`config.mk`:
```
export PLATFORM = sky130hd
export DESIGN_NAME = imem_uart_loader_flat
export DESIGN_NICKNAME = d
export VERILOG_FILES = /design/src/rtl/imem_uart_loader_if.sv /design/src/rtl/imem_uart_loader.sv /design/src/flat_wrapper.sv
export SDC_FILE = /design/constraint.sdc
export NUM_CORES = 1
export LEC_CHECK = 0
export CORE_ASPECT_RATIO = 0.8
export CORE_MARGIN = 1.5
export CORE_UTILIZATION = 25
export CTS_BUF_LIST = sky130_fd_sc_hd__clkbuf_4
export DETAILED_ROUTE_END_ITERATION = 16
export SLEW_MARGIN = 0
export SYNTH_ARGS = -nofsm -noshare
export SYNTH_HDL_FRONTEND = slang
export SYNTH_SLANG_ARGS = --single-unit
export TNS_END_PERCENT = 50
```
`constraint.sdc`:
```
create_clock -name clk -period 6.9 [get_ports clk]
set_input_delay 1.38 -clock clk [delete_from_list [all_inputs] [get_ports clk]]
set_output_delay 1.38 -clock clk [all_outputs]
set_load 0.1 [all_outputs]
```
`src/rtl/imem_uart_loader_if.sv`:
```
// ============================================================================
// Module  : imem_uart_loader_if
// Brief   : IMEM write port bundle driven by the UART program loader.
// Revision: 1.0 - initial release
// ============================================================================
`default_nettype none

interface imem_uart_loader_if #(
    parameter int ADDR_W = 11
);
    logic              im_we;
    logic [ADDR_W-1:0] im_addr;
    logic [31:0]       im_wdata;

    modport master (
        output im_we,
        output im_addr,
        output im_wdata
    );

    modport slave (
        input im_we,
        input im_addr,
        input im_wdata
    );
endinterface

`default_nettype wire

```
`src/rtl/imem_uart_loader.sv`:
```
// ============================================================================
// Module  : imem_uart_loader
// Brief   : Boot loader: UART 8N1 image receiver writing big-endian words to
//           IMEM while holding the CPU in reset until the image is complete.
// Revision: 1.0 - initial release
// ============================================================================
`default_nettype none

module imem_uart_loader #(
    parameter int CLKS_PER_BIT = 868,
    parameter int ADDR_W       = 11,
    parameter int MAX_WORDS    = 2048
) (
    input  wire logic             clk,
    input  wire logic             rst,
    input  wire logic             rx,
    imem_uart_loader_if.master    bus,
    output logic                  cpu_reset,
    output logic                  busy,
    output logic                  done,
    output logic                  err
);

    localparam int                 c_CNT_W     = $clog2(CLKS_PER_BIT);
    localparam logic [c_CNT_W-1:0] c_BIT_LAST  = c_CNT_W'(CLKS_PER_BIT - 1);
    localparam logic [c_CNT_W-1:0] c_HALF_LAST = c_CNT_W'(CLKS_PER_BIT / 2 - 1);

    typedef enum logic [1:0] {
        RX_IDLE  = 2'd0,
        RX_START = 2'd1,
        RX_DATA  = 2'd2,
        RX_STOP  = 2'd3
    } rx_state_t;

    typedef enum logic [2:0] {
        HDR0  = 3'd0,
        HDR1  = 3'd1,
        DATA  = 3'd2,
        WRITE = 3'd3,
        DONE  = 3'd4,
        ERR   = 3'd5
    } ld_state_t;

    // ------------------------------------------------------------------
    // rx synchroniser (idle-high reset so no false start bit after reset)
    // ------------------------------------------------------------------
    logic r_rx_meta;
    logic r_rx_sync;

    always_ff @(posedge clk or negedge rst) begin
        if (!rst) begin
            r_rx_meta <= 1'b1;
            r_rx_sync <= 1'b1;
        end else begin
            r_rx_meta <= rx;
            r_rx_sync <= r_rx_meta;
        end
    end

    // ------------------------------------------------------------------
    // UART receiver
    // ------------------------------------------------------------------
    rx_state_t          r_rx_state, w_rx_state_nxt;
    logic [c_CNT_W-1:0] r_rx_cnt,   w_rx_cnt_nxt;
    logic [2:0]         r_rx_bit,   w_rx_bit_nxt;
    logic [7:0]         r_rx_shift, w_rx_shift_nxt;
    logic               w_byte_vld;
    logic               w_frame_err;

    always_ff @(posedge clk or negedge rst) begin
        if (!rst) begin
            r_rx_state <= RX_IDLE;
            r_rx_cnt   <= '0;
            r_rx_bit   <= '0;
            r_rx_shift <= '0;
        end else begin
            r_rx_state <= w_rx_state_nxt;
            r_rx_cnt   <= w_rx_cnt_nxt;
            r_rx_bit   <= w_rx_bit_nxt;
            r_rx_shift <= w_rx_shift_nxt;
        end
    end

    always_comb begin
        w_rx_state_nxt = r_rx_state;
        w_rx_cnt_nxt   = r_rx_cnt;
        w_rx_bit_nxt   = r_rx_bit;
        w_rx_shift_nxt = r_rx_shift;
        w_byte_vld     = 1'b0;
        w_frame_err    = 1'b0;
        case (r_rx_state)
            RX_IDLE: begin
                if (!r_rx_sync) begin
                    w_rx_state_nxt = RX_START;
                    w_rx_cnt_nxt   = '0;
                end
            end
            RX_START: begin
                if (r_rx_cnt == c_HALF_LAST) begin
                    w_rx_cnt_nxt = '0;
                    // Line back high at mid start bit: treat as a glitch
                    if (r_rx_sync) begin
                        w_rx_state_nxt = RX_IDLE;
                    end else begin
                        w_rx_state_nxt = RX_DATA;
                        w_rx_bit_nxt   = '0;
                    end
                end else begin
                    w_rx_cnt_nxt = r_rx_cnt + 1'b1;
                end
            end
            RX_DATA: begin
                if (r_rx_cnt == c_BIT_LAST) begin
                    w_rx_cnt_nxt   = '0;
                    w_rx_shift_nxt = {r_rx_sync, r_rx_shift[7:1]};
                    if (r_rx_bit == 3'd7) begin
                        w_rx_state_nxt = RX_STOP;
                    end else begin
                        w_rx_bit_nxt = r_rx_bit + 1'b1;
                    end
                end else begin
                    w_rx_cnt_nxt = r_rx_cnt + 1'b1;
                end
            end
            RX_STOP: begin
                if (r_rx_cnt == c_BIT_LAST) begin
                    w_rx_cnt_nxt   = '0;
                    w_rx_state_nxt = RX_IDLE;
                    w_byte_vld     = r_rx_sync;
                    w_frame_err    = ~r_rx_sync;
                end else begin
                    w_rx_cnt_nxt = r_rx_cnt + 1'b1;
                end
            end
            default: w_rx_state_nxt = RX_IDLE;
        endcase
    end

    // ------------------------------------------------------------------
    // Image loader
    // ------------------------------------------------------------------
    ld_state_t         r_state, w_state_nxt;
    logic [15:0]       r_count, w_count_nxt;
    logic [ADDR_W-1:0] r_idx,   w_idx_nxt;
    logic [1:0]        r_bcnt,  w_bcnt_nxt;
    logic [31:0]       r_wdata, w_wdata_nxt;
    logic [15:0]       w_hdr_count;

    assign w_hdr_count = {r_count[15:8], r_rx_shift};

    always_ff @(posedge clk or negedge rst) begin
        if (!rst) begin
            r_state <= HDR0;
            r_count <= '0;
            r_idx   <= '0;
            r_bcnt  <= '0;
            r_wdata <= '0;
        end else begin
            r_state <= w_state_nxt;
            r_count <= w_count_nxt;
            r_idx   <= w_idx_nxt;
            r_bcnt  <= w_bcnt_nxt;
            r_wdata <= w_wdata_nxt;
        end
    end

    always_comb begin
        w_state_nxt = r_state;
        w_count_nxt = r_count;
        w_idx_nxt   = r_idx;
        w_bcnt_nxt  = r_bcnt;
        w_wdata_nxt = r_wdata;
        case (r_state)
            HDR0: begin
                if (w_frame_err) begin
                    w_state_nxt = ERR;
                end else if (w_byte_vld) begin
                    w_count_nxt = {r_rx_shift, 8'h00};
                    w_state_nxt = HDR1;
                end
            end
            HDR1: begin
                if (w_frame_err) begin
                    w_state_nxt = ERR;
                end else if (w_byte_vld) begin
                    w_count_nxt = w_hdr_count;
                    w_idx_nxt   = '0;
                    w_bcnt_nxt  = '0;
                    if (w_hdr_count == 16'd0 || 32'(w_hdr_count) > 32'(MAX_WORDS)) begin
                        w_state_nxt = ERR;
                    end else begin
                        w_state_nxt = DATA;
                    end
                end
            end
            DATA: begin
                if (w_frame_err) begin
                    w_state_nxt = ERR;
                end else if (w_byte_vld) begin
                    w_wdata_nxt = {r_wdata[23:0], r_rx_shift};
                    w_bcnt_nxt  = r_bcnt + 1'b1;
                    if (r_bcnt == 2'd3) begin
                        w_state_nxt = WRITE;
                    end
                end
            end
            WRITE: begin
                w_idx_nxt = r_idx + ADDR_W'(1);
                if (32'(r_idx) + 32'd1 == 32'(r_count)) begin
                    w_state_nxt = DONE;
                end else begin
                    w_state_nxt = DATA;
                end
            end
            DONE:    w_state_nxt = DONE;
            ERR:     w_state_nxt = ERR;
            default: w_state_nxt = ERR;
        endcase
    end

    // WRITE lasts exactly one cycle, so the strobe is a decode of the state
    assign bus.im_we    = (r_state == WRITE);
    assign bus.im_addr  = r_idx;
    assign bus.im_wdata = r_wdata;
    assign busy         = (r_state == HDR1) || (r_state == DATA) || (r_state == WRITE);
    assign done         = (r_state == DONE);
    assign err          = (r_state == ERR);
    assign cpu_reset    = (r_state != DONE);

endmodule

`default_nettype wire
```
`src/flat_wrapper.sv`:
```
// flat-port wrapper written by rule: the top's interface ports become plain ports
module imem_uart_loader_flat 
#(
    parameter int CLKS_PER_BIT = 868,
    parameter int ADDR_W       = 11,
    parameter int MAX_WORDS    = 2048
)
  (clk, rst, rx, cpu_reset, busy, done, err, bus_im_we, bus_im_addr, bus_im_wdata);
  imem_uart_loader_if #(.ADDR_W(ADDR_W)) bus_i ();
  input  wire logic clk;
  input  wire logic rst;
  input  wire logic rx;
  output logic cpu_reset;
  output logic busy;
  output logic done;
  output logic err;
  output wire logic [$bits(bus_i.im_we)-1:0] bus_im_we;
  output wire logic [$bits(bus_i.im_addr)-1:0] bus_im_addr;
  output wire logic [$bits(bus_i.im_wdata)-1:0] bus_im_wdata;
  assign bus_im_we = bus_i.im_we;
  assign bus_im_addr = bus_i.im_addr;
  assign bus_im_wdata = bus_i.im_wdata;
  imem_uart_loader #(.CLKS_PER_BIT(CLKS_PER_BIT), .ADDR_W(ADDR_W), .MAX_WORDS(MAX_WORDS)) u_core (.clk(clk), .rst(rst), .rx(rx), .bus(bus_i), .cpu_reset(cpu_reset), .busy(busy), .done(done), .err(err));
endmodule
```
==> impl_metrics.json, run 1 <==
{
  "p_per_area_nw_per_um2": 152,
  "io_pins": 51,
  "netlist_instances": 379,
  "area.sequential_um2": 2230,
  "grt_first_pass_wirelength_mm": 15.5,
  "synth-warning-count": 0,
  "cts-hold-fix-buffers": 0,
  "fillers": 1699,
  "core_um2": 16700,
  "fmax_mhz": 221,
  "fin_setup_tns_ns": 0,
  "clock-sinks": 89,
  "cts_root_buffer": "clkbuf_4",
  "ant_nets": 0,
  "synth-edff-count": 0,
  "netlist_area_um2": 4290,
  "antenna_cells": 0,
  "synth-async-reset-ratio": 1.00,
  "initial_core_util": 0.258,
  "yosysSeqAreaShare": 0.520,
  "cap_violations": 0,
  "path_clk_slew_ns": 0.13,
  "h-tree-depth": 3,
  "drt_wl_total_mm": 9.33,
  "viasPerCell": 4.71,
  "drt_iter0_drc": 169,
  "fin_skew_ns": 0.0231,
  "cts.path.max_buffers": 2,
  "yosysTopAreaCellShare": 0.507,
  "antenna_found_initial": 0,
  "finalSetupViolations": 0,
  "synth_area_leader_cell": "dfrtp_1",
  "routedWlPerCell_um": 14.3,
  "clock_latency_ns": 0.44,
  "die_h_um": 120,
  "yosysUniqueCellTypes": 52,
  "grt_max_degree": 53,
  "p_leak_uw": 0.00234,
  "post_synth.cell_area_avg_um2": 11.3,
  "worst_ep_required_time_ns": 5.52,
  "finalCritPeriodShare": 0.654,
  "multi_input_area_um2": 1970,
  "final_cell_area_um2": 5130,
  "place_hpwl_mm": 6.72,
  "hp-class": "flip-flop to flip-flop",
  "die_area_um2": 18000,
  "ys_ff_latch": 89,
  "grt.overflow.total": 0,
  "yosys-top-cells-count": "87 x dfrtp_1, 49 x mux2_2, 36 x nand2_1",
  "yosys-top-cells-area": "dfrtp_1 51%, mux2_2 13%, ha_1 3.2%, nand2_1 3.1%, o21ai_0 3.1%",
  "path_max_fanout": 17,
  "place_congestion": 0.845,
  "die_x_um": 149,
  "startpoint_type": "flip-flop",
  "port_buffers": 50,
  "hold_ws_ns": 0.364,
  "via_count": 3070,
  "rsz0062_at_grt": "no",
  "drcViolationCount": 0,
  "worst_pin_slew_ns": 0.989,
  "arrival_ns": 3.14,
  "place_area_um2": 5020,
  "hold_violations": 0,
  "fin_nets": 443,
  "worst_setup_path_end_kind": "output port",
  "grt_pass1_vias": 2996,
  "status": "completed",
  "drive_above_1_share": 0.178,
  "yosys.cell_count.top_type": "dfrtp_1",
  "cts_resized": 0,
  "cts_made_buffers": 9,
  "vdd_drop_max_mv": 0.0617,
  "period_minus_slack_ns": 4.52,
  "path_class": "flip-flop to output port",
  "grt_usage": 0.110,
  "cts_tree": "built",
  "syn_nets": 393,
  "postCtsSetupBuffers": 0,
  "ys.flop_type": "dfrtp_1",
  "drt_pass1_iterations": 4,
  "num_rows": 42,
  "power_uw": 779,
  "slew_viol_final": 0,
  "maxSlewHeadroom": 0.339,
  "syn_to_final_growth_pct": 19.5
}
[cells by family after synthesis]
logic type,synth area share
compound gates,0.101
xor+xnor,0.0449
fa+ha+maj,0.0321
buf+inv,0.0207
flops,0.520
mux,0.133
simple gates,0.149
[final timing paths]
check                                         from                      end  slack, ns  cells after the start
worst min-delay path              u_core.r_rx_meta         u_core.r_rx_sync       0.36                      0
min in group asynchronous                      rst  u_core.bus.im_wdata[24]       0.88                      1
max in group asynchronous                      rst         u_core.r_bcnt[0]       4.97                      2
worst min register to register    u_core.r_rx_meta         u_core.r_rx_sync       0.36                      0
worst max-delay path             u_core.r_state[2]                bus_im_we       2.38                      4
worst max register to register  u_core.r_rx_cnt[0]    u_core.bus.im_addr[2]       4.14                      7
[critical path, cell delays in order (launching register included)]
cell and delay, ns:
dfrtp_1 0.48, inv_1 0.13, nand3_1 0.47, clkinv_1 0.43
clkdlybuf4s50_1 1.20
[through the flow]
step / std cells / utilization / worst slack [ns]
3_3_place_gp: 638 / 0.302 / 2.94
4_1_cts: 652 / 0.308 / 2.34
3_5_place_dp: 638 / 0.302 / 2.86
2_1_floorplan: 379 / - / 3.46
5_1_grt: 652 / 0.308 / 2.11
6_report: 652 / 0.308 / 2.38
[area by class of cell]
class                           count  area share
Clock buffer                        9      0.0132
Tap cell                          220      0.0537
Sequential cell                    89       0.435
Multi-Input combinational cell    268       0.385
Inverter                            9     0.00659
Timing Repair Buffer               52       0.100
Clock inverter                      5     0.00683
[where the power goes]
part | leakage, µW | internal, µW | switching, µW
logic | 0.00106 | 1.57 | 10.2
registers | 0.00122 | 523 | 1.09
clock network | 0.0000576 | 70.2 | 173
total | 0.00234 | 594 | 184
[placed cells by master, fill, tap and decap left out, types with 3 or more instances in the layout]
cell type / netlist / layout
o21ai_0: 27 / 27
o21ai_1: 4 / 4
xnor2_1: 10 / 10
ha_1: 11 / 11
nand2b_1: 3 / 3
a21oi_1: 7 / 7
nor4_1: 3 / 3
or4_1: 4 / 4
o31ai_1: 4 / 4
a32o_1: 8 / 8
clkbuf_4: 0 / 9
nand3_1: 15 / 15
nor2b_1: 3 / 3
mux2_2: 49 / 49
nor3_1: 5 / 5
nand2_1: 36 / 36
buf_4: 1 / 3
xor2_1: 12 / 12
and3_1: 6 / 6
clkdlybuf4s50_1: 0 / 49
nor2_1: 25 / 25
dfrtp_1: 87 / 87
inv_1: 8 / 8
[registers in the layout (all words and copies together), names as in the netlist, named ones only]
signal               count
u_core.bus.im_addr      11
u_core.bus.im_wdata     32
u_core.r_bcnt            2
u_core.r_count          16
u_core.r_rx_bit          3
u_core.r_rx_cnt         10
u_core.r_rx_meta         1
u_core.r_rx_shift        8
u_core.r_rx_state        1
u_core.r_rx_sync         1
u_core.r_state           3
[per-layer routing]
layer / vias up / wire [µm] / track usage
met5: - / 0 / 0
met4: 0 / 89 / 0.0235
met3: 10 / 417 / 0.0374
met2: 56 / 4460 / 0.177
met1: 1534 / 4360 / 0.142
li1: 1470 / - / -
No activity file was read; power rests on OpenSTA's default activity.
==> run 2, diff against run 1 <==
- clock period: 6.9 -> 4.5 ns (I/O delays scaled with it)
==> run 2 against run 1 <==
Effect of this change: non-clock buffer count up 2; global-route usage up 0.30 points; setup slack worse by 1.2 ns; highest routed layer unchanged; flip-flop and latch count unchanged; largest power group unchanged; design area up 1.9%; critical endpoint is now done; cell count up 0.61%; register-to-register slack worse by 2.4 ns; combinational power up 55%; critical path type unchanged; sequential power up 53%; die area unchanged.
==> impl_metrics.json, run 2 (same netlist as run 1, synthesis figures left out) <==
{
  "slew_viol_final": 0,
  "antenna_cells": 0,
  "die_x_um": 149,
  "vdd_drop_max_mv": 0.0971,
  "p_per_area_nw_per_um2": 265,
  "startpoint_type": "flip-flop",
  "drive_above_1_share": 0.186,
  "clock_latency_ns": 0.45,
  "largest_reg_flops": 32,
  "cts_resized": 0,
  "grt.overflow.total": 0,
  "post-route-util": 0.314,
  "fmax_mhz": 299,
  "worst_pin_slew_ns": 0.982,
  "clock-sinks": 89,
  "dpl.cell_count": 640,
  "place_congestion": 0.827,
  "initial_core_util": 0.258,
  "finalSetupViolations": 0,
  "die_area_um2": 18000,
  "fin_skew_ns": 0.0144,
  "drcViolationCount": 0,
  "cts-hold-fix-buffers": 0,
  "period_minus_slack_ns": 3.34,
  "finalNonFillerCells": 656,
  "cap_violations": 0,
  "p_leak_uw": 0.00239,
  "via_count": 3140,
  "place_hpwl_mm": 6.84,
  "grt_usage": 0.113,
  "mostFrequentLayoutCells": "87 x dfrtp_1, 49 x mux2_2, 48 x clkdlybuf4s50_1",
  "routedWlPerCell_um": 14.5,
  "cts_made_buffers": 9,
  "worst_setup_path_end_kind": "output port",
  "path_clk_slew_ns": 0.13,
  "postCtsSetupBuffers": 0,
  "status": "completed",
  "cts_tree": "built",
  "hold_violations": 0,
  "hold_ws_ns": 0.369,
  "finalCritPeriodShare": 0.743,
  "die_h_um": 120,
  "ant_nets": 0,
  "viasPerCell": 4.79,
  "drt_wl_total_mm": 9.52,
  "grt_max_degree": 64,
  "drt_iter0_drc": 212,
  "cts.path.max_buffers": 2,
  "rsz0062_at_grt": "no",
  "fin_nets": 445,
  "fillers": 1663,
  "final_common_cell": "dfrtp_1",
  "path_max_fanout": 7,
  "arrival_ns": 2.44,
  "hp-class": "flip-flop to flip-flop",
  "h-tree-depth": 3,
  "core_um2": 16700,
  "fin_setup_tns_ns": 0,
  "num_rows": 42,
  "grt_first_pass_wirelength_mm": 15.9,
  "path_class": "flip-flop to output port",
  "grt_pass1_vias": 3054,
  "cts_root_buffer": "clkbuf_4",
  "io_pins": 51,
  "port_buffers": 50,
  "drt_pass1_iterations": 5,
  "antenna_found_initial": 0,
  "syn_to_final_growth_pct": 21.7,
  "maxSlewHeadroom": 0.343,
  "worst_ep_required_time_ns": 3.60
}
-- run 2: path summary, 6_finish.rpt --
kind / end / cells after the start / slack [ns] / from
worst min register to register: u_core.r_rx_sync / 0 / 0.37 / u_core.r_rx_meta
worst min-delay path: u_core.r_rx_sync / 0 / 0.37 / u_core.r_rx_meta
worst max-delay path: done / 4 / 1.16 / u_core.r_state[0]
min in group asynchronous: u_core.bus.im_wdata[22] / 1 / 0.51 / rst
worst max register to register: u_core.bus.im_addr[2] / 7 / 1.74 / u_core.r_rx_cnt[0]
max in group asynchronous: u_core.r_rx_sync / 2 / 3.06 / rst
-- run 2: per-layer routing --
layer / global-route usage / vias up / share of wire
met3: 0.0358 / 10 / 0.046
met1: 0.157 / 1569 / 0.49
met2: 0.171 / 78 / 0.46
met5: 0 / - / 0
li1: - / 1483 / -
met4: 0.0241 / 0 / 0.0093
-- run 2: layout make-up --
class | count | area, µm² | area share
sequential | 89 | 2230 | 0.427
multi-input combinational | 268 | 1970 | 0.378
timing repair buffer | 54 | 526 | 0.101
tap | 220 | 275 | 0.0527
clock inverter | 7 | 118 | 0.0225
clock buffer | 9 | 67.6 | 0.0129
inverter | 9 | 33.8 | 0.00647
-- run 2: power breakdown --
part	internal (µW)	leakage (µW)	switching (µW)
sequential	802	0.00122	1.80
combinational	2.38	0.00107	15.9
clock	281	0.0000902	283
total	1080	0.00239	300
-- run 2: through the flow --
stage | area [µm²] | worst slack (ns) | total power, µW
6_report | 5220 | 1.16 | 1390
5_1_grt | 5220 | 1.02 | 1450
4_1_cts | 5220 | 1.13 | 1410
3_5_place_dp | 5040 | 1.66 | 838
3_3_place_gp | 5040 | 1.69 | 837
2_1_floorplan | 4290 | 1.52 | 819
-- run 2: worst max-delay path: stages (launching register included) --
cell and delay [ns]:
dfrtp_1 0.47, nor2_1 0.21, nand2_1 0.11, inv_1 0.07, clkdlybuf4s50_1 1.13
==> run 3, diff against run 2 <==
- clock period: 4.5 -> 3.4 ns (I/O delays scaled with it)
==> run 3 against run 2 <==
Effect of this change: non-clock buffer count is the same; die area unchanged; critical path depth increased by 1; sequential power grew 32%; worst hold slack worse by 0.0036 ns; clock skew rose by 0.0081 ns; sequential share of layout area is 1.1 points higher; combinational power rose by 29%; largest cell class unchanged.
==> impl_metrics.json, run 3 (same netlist as run 1, synthesis figures left out) <==
{
  "drt_pass1_iterations": 4,
  "startpoint_type": "flip-flop",
  "routedWlPerCell_um": 14.1,
  "hold_violations": 0,
  "die_area_um2": 18000,
  "grtUsageMet1": 0.147,
  "cts-hold-fix-buffers": 0,
  "largest_reg_flops": 32,
  "syn_to_final_growth_pct": 18.5,
  "die_h_um": 120,
  "met2_usage": 0.166,
  "grt_util_met3": 0.0321,
  "fin_setup_tns_ns": 0,
  "drive_above_1_share": 0.257,
  "ant_nets": 0,
  "h-tree-depth": 3,
  "core_um2": 16700,
  "drt_wl_total_mm": 9.24,
  "worst_setup_path_end_kind": "output port",
  "fin_nets": 445,
  "cts.path.max_buffers": 2,
  "p_leak_uw": 0.00242,
  "path_clk_slew_ns": 0.14,
  "grt.busiest_layer": "met2",
  "rsz0062_at_grt": "no",
  "maxSlewHeadroom": 0.257,
  "grt_pass1_vias": 2994,
  "cts_made_buffers": 9,
  "path_class": "flip-flop to output port",
  "period_minus_slack_ns": 2.76,
  "place_congestion": 0.825,
  "postCtsSetupBuffers": 0,
  "die_x_um": 149,
  "status": "completed",
  "drt_iter0_drc": 143,
  "fin_skew_ns": 0.0224,
  "drcViolationCount": 0,
  "grt_usage": 0.109,
  "hp-class": "flip-flop to flip-flop",
  "antenna_cells": 0,
  "num_rows": 42,
  "grt.overflow.total": 0,
  "finalCritPeriodShare": 0.811,
  "place_hpwl_mm": 6.49,
  "fmax_mhz": 363,
  "finalSetupViolations": 0,
  "p_per_area_nw_per_um2": 322,
  "final_cell_area_um2": 5090,
  "cts_root_buffer": "clkbuf_4",
  "path_max_fanout": 17,
  "viasPerCell": 4.71,
  "mostFrequentLayoutCells": "87 x dfrtp_1, 49 x mux2_2, 36 x nand2_1, 36 x buf_4, 27 x o21ai_0",
  "via_count": 3091,
  "arrival_ns": 2.08,
  "place_area_um2": 4960,
  "vdd_drop_max_mv": 0.136,
  "clock-sinks": 89,
  "cap_violations": 0,
  "io_pins": 51,
  "antenna_found_initial": 0,
  "initial_core_util": 0.258,
  "grt_max_degree": 89,
  "worst_pin_slew_ns": 1.12,
  "cts_resized": 0,
  "worst_ep_required_time_ns": 2.72,
  "final_common_cell": "dfrtp_1",
  "slew_viol_final": 0,
  "grt_first_pass_wirelength_mm": 15.4,
  "clock_latency_ns": 0.46,
  "port_buffers": 50,
  "cts_tree": "built"
}
-- run 3: cell count changes in the layout (fill, tap and decap cells not counted), sizes merged --
cell / delta
bufinv: -3
clkbuf: +1
clkdlybuf4s50: -30
inv: +2
buf: +30
-- run 3: report_power, final --
group	internal, µW	switching [µW]	total [µW]
Clock	167	385	552
Sequential	1060	2.27	1060
Combinational	3.07	20.6	23.6
Total	1230	408	1640
-- run 3: cell type report --
cell class,instances,area [µm²]
Clock buffer,10,75.1
Inverter,9,33.8
Tap cell,220,275
Fill cell,1707,11600
Timing Repair Buffer,54,450
Clock inverter,6,48.8
Multi-Input combinational cell,268,1970
Sequential cell,89,2230
-- run 3: critical path: stages, from the launching register on --
cell,delay [ns]
dfrtp_1,0.49
inv_1,0.11
nand3_1,0.09
buf_4,0.22
clkinv_1,0.34
buf_4,0.36
-- run 3: through the flow --
stage	instances	setup slack (ns)	total power, µW	util	hold WS [ns]
4_1_cts	656	0.645	1680	0.305	0.368
5_1_grt	656	0.535	1720	0.305	0.376
3_3_place_gp	640	0.964	1110	0.298	0.347
6_report	656	0.643	1640	0.305	0.366
3_5_place_dp	640	0.876	1110	0.298	0.347
2_1_floorplan	379	0.416	1080	-	0.345
-- run 3: path summary, 6_finish.rpt --
check / startpoint / to / slack (ns) / cells past startpoint
worst min-delay path: u_core.r_rx_meta / u_core.r_rx_sync / 0.37 / 0
min in group asynchronous: rst / u_core.bus.im_wdata[21] / 0.40 / 1
worst max-delay path: u_core.r_state[2] / bus_im_we / 0.64 / 5
worst max register to register: u_core.bus.im_addr[0] / u_core.r_state[1] / 0.85 / 7
worst min register to register: u_core.r_rx_meta / u_core.r_rx_sync / 0.37 / 0
max in group asynchronous: rst / u_core.r_rx_meta / 2.20 / 2
-- run 3: per-layer routing --
layer  wire [µm]  share of wire  vias up
li1            -              -     1465
met1        4440           0.48     1562
met2        4270           0.46       50
met3         412          0.045       14
met4         118          0.013        0
met5           0              0        -
